==> src/rtl/mag_compare4.sv <==
// rtl/mag_compare4.sv - registered unsigned magnitude comparator with one-hot {gt, eq, lt} output
module mag_compare4 #(
  parameter int WIDTH = 4
) (
  input  logic             clk,
  input  logic             rst_n,
  input  logic [WIDTH-1:0] A,
  input  logic [WIDTH-1:0] B,
  output logic [2:0]       Y
);

  logic gt;
  logic lt;
  logic decided;

  // MSB-first cascade: the first differing bit from the top settles the relation.
  always_comb begin
    gt      = 1'b0;
    lt      = 1'b0;
    decided = 1'b0;
    for (int i = WIDTH - 1; i >= 0; i--) begin
      if (!decided && (A[i] != B[i])) begin
        decided = 1'b1;
        gt      = A[i];
        lt      = B[i];
      end
    end
  end

  // 3'b000 marks "no result yet" while in reset.
  always_ff @(posedge clk or negedge rst_n) begin
    if (!rst_n) begin
      Y <= 3'b000;
    end else begin
      Y <= {gt, ~decided, lt};
    end
  end

endmodule

==> config.mk <==
export PLATFORM = sky130hd
export DESIGN_NAME = mag_compare4
export DESIGN_NICKNAME = d
export VERILOG_FILES = /design/src/rtl/mag_compare4.sv
export SDC_FILE = /design/constraint.sdc
export NUM_CORES = 1
export LEC_CHECK = 0
export ABC_AREA = 1
export BUFFER_PORTS_ARGS = -buffer_cell sky130_fd_sc_hd__buf_2
export CORE_AREA = 2 2 39 41
export CTS_BUF_LIST = sky130_fd_sc_hd__clkbuf_8
export DETAILED_ROUTE_END_ITERATION = 8
export DIE_AREA = 0 0 41 43
export GPL_TIMING_DRIVEN = 1
export PLACE_DENSITY = 0.4
export SLEW_MARGIN = 5
export SYNTH_ARGS = -nofsm -noshare
export SYNTH_HDL_FRONTEND = slang
export SYNTH_SLANG_ARGS = --single-unit
==> constraint.sdc <==
create_clock -name clk -period 1.1 [get_ports clk]
set_clock_uncertainty 0.05 [all_clocks]
set_input_delay 0.11 -clock clk [delete_from_list [all_inputs] [get_ports clk]]
set_output_delay 0.11 -clock clk [all_outputs]
set_load 0.005 [all_outputs]
==> flow_metrics.env <==
export IMPL_status="complete, no violations"
export IMPL_final_layout_size_suffix_gt1_frac=0.3538
export IMPL_dr_pass1_iters=2
export IMPL_crit_chain="buf_2 > inv_1 > ha_1 > a21boi_2 > nand3_2 > nor2_2 > nand2_1 > nand2_1"
export IMPL_arrival_ns=1.08
export IMPL_clock_sinks=3
export IMPL_p_leak_nw=0.2738
export IMPL_io_buffers=12
export IMPL_grt_pass1_wl_um=883
export IMPL_clockBufferDepth=2
export IMPL_regMostFlops="Y"
export IMPL_grtUsageTotal=0.07592
export IMPL_worstMarginPinSlew_ns=0.1731
export IMPL_timing_fmax_mhz=1023
export IMPL_hold_ws_ns=0.08357
export IMPL_critical_path_max_fanout=4
export IMPL_die_x_um=41
export IMPL_vdd_ir_drop_max_mv=0.2085
export IMPL_multiInputGateArea_um2=170.2
export IMPL_io_pin_count=13
export IMPL_die_area_um2=1763
export IMPL_top_regs="Y x3"
export IMPL_n_antenna_cell=0
export IMPL_rows=14
export IMPL_areaGrowthSynthToFinish_pct=56.50
export IMPL_ys_seq_elements=3
export IMPL_clkTransAtPathRegs_ns=0.03
export IMPL_initialDrtViolationCount=1
export IMPL_yosys_warnings=0
export IMPL_numCtsBuffers=3
export IMPL_crit_buf_inv=2
export IMPL_synthDistinctLibCells=12
export IMPL_tns_ns=0
export IMPL_syn_inst=45
export IMPL_avgSynthCellArea_um2=6.200
export IMPL_finalMaxSlewViolations=0
export IMPL_ant_nets=0
export IMPL_initial_utilization=0.2016
export IMPL_gp_congestion=0.6163
export IMPL_cts_root_buffer="clkbuf_8"
export IMPL_relSlewSlack=0.8841
export IMPL_dp_hpwl_um=457.5
export IMPL_synth_top_area_share=0.2691
export IMPL_grt_setup_unrepaired="false"
export IMPL_drc=0
export IMPL_finalNetCount=78
export IMPL_grt_antenna_before_repair=0
export IMPL_post_route_period_util=0.8884
export IMPL_core_area_um2=1384
export IMPL_die_h_um=43
export IMPL_n_fill_cell=154
export IMPL_route_vias_total=310
export IMPL_grt_remaining_overflow=0
export IMPL_endpoint_kind="flop"
export IMPL_wl_per_cell_um=6.654
export IMPL_period_minus_slack_ns=0.9773
export IMPL_report_final_setup_viol=0
export IMPL_netlist_area_um2=279.0
export IMPL_holdCritPathClass="primary input to flop"
export IMPL_fin_total_pwr_mw=0.5528
export IMPL_finalHoldViolCount=0
export IMPL_drt_wl_total_um=539
export IMPL_synthTopCellsByArea="dfrtp_1 (27%), nand2_1 (20%), inv_1 (11%), nor2_1 (9.4%), ha_1 (9.0%)"
export IMPL_cts_setup_buffers=0
export IMPL_critical_path_top_delay_family="adder cells"
export IMPL_slowest_stage="ha_1"
export IMPL_worstSetupPathType="primary input to flop"
export IMPL_cts_tree="yes"
export IMPL_grt_max_degree=5
export IMPL_grt_pass1_vias=262
export IMPL_via_per_inst=3.827
export IMPL_regArea_um2=75.07
export IMPL_cp_start_kind="primary input"
export IMPL_cap_violations=0
export IMPL_cts_max_level=1
export IMPL_synth_top_cell_by_area="dfrtp_1"
export IMPL_powerDensity_nw_per_um2=1266
export IMPL_syn_nets=57
export IMPL_cpPeakStageDelay_ns=0.32
export IMPL_cpMostUsedCell="nand2_1"
export IMPL_largest_register_ffs=3
export IMPL_ys_seq_area_frac=0.2691
export IMPL_cp_required_ns=1.20
## path summary, 6_finish.rpt
check,start,to,slack (ns),cells after the start
hold / removal,B[0],Y[0],0.08,3
min in group asynchronous,rst_n,Y[0],0.17,2
setup / recovery,A[3],Y[2],0.12,8
max in group asynchronous,rst_n,Y[2],0.73,2
## report_power, final
group	total, mW	leakage (nW)	switching, mW	internal [mW]
registers	0.125	0.0385	0.00205	0.123
logic	0.119	0.208	0.0614	0.0574
clock network	0.309	0.0269	0.0716	0.237
total	0.553	0.274	0.135	0.418
## area by class of cell
cell class | count | share of cell area
multi-input cells | 33 | 0.3897
repair buffers | 16 | 0.2120
flip-flops and latches | 3 | 0.1719
clock buffers | 3 | 0.09456
inverters | 9 | 0.07736
well taps | 16 | 0.04585
clock inverters | 1 | 0.008596
## per-stage QoR
step           instances    util  setup WS (ns)  instance area [µm²]
2_1_floorplan         45       -        0.05718                279.0
3_3_place_gp          76  0.2758        -0.1243                381.6
3_5_place_dp          76  0.2758        -0.1176                381.6
4_1_cts               81  0.3156         0.1093                436.7
5_1_grt               81  0.3156        0.01527                436.7
6_report              81  0.3156         0.1227                436.7
## cells in the mapped netlist
cell type	instances
nand2_1	15
inv_1	8
nor2_1	7
dfrtp_1	3
nand4_1	3
ha_1	2
nand3_1	2
a21boi_2	1
inv_2	1
nand2_2	1
nand3_2	1
nor2_2	1
## worst min-delay path, stage by stage
cell,delay [ns]
buf_2,0.10
nand2_1,0.05
nand2_1,0.05
## layer usage
layer	wire, µm	track usage	share of wire	vias up
met2	286	0.1313	0.53	11
met4	0	0.08000	0	0
met5	0	0	0	-
met3	44	0.01571	0.082	0
met1	208	0.06013	0.39	122
li1	-	-	-	177
## placed cells by master, fill, tap and decap left out
cell type,n
buf_4,3
a21boi_2,1
nor2_1,7
inv_1,9
nand2_1,15
ha_1,2
dlygate4sd3_1,1
nand3_2,1
inv_2,1
buf_2,12
clkbuf_8,3
nand2_2,1
nand4_1,3
nor2_2,1
nand3_1,2
dfrtp_1,3
## cells by family (layout without fill, tap and decap cells)
logic type | count (synthesis) | after routing | synth area share
flip-flops | 3 | 3 | 0.2691
buffers and inverters | 9 | 29 | 0.1211
AO/OA/AOI/OAI | 1 | 1 | 0.04036
adder cells (fa/ha/maj) | 2 | 2 | 0.08967
AND/OR/NAND/NOR | 30 | 30 | 0.4799
## what timing repair did
item	in CTS	in global routing
endpoints found under the setup margin	0	0
hold buffers	1	0
resized for setup	0	0
hold endpoints to repair	3	0
(Power assumes the default switching activity.)
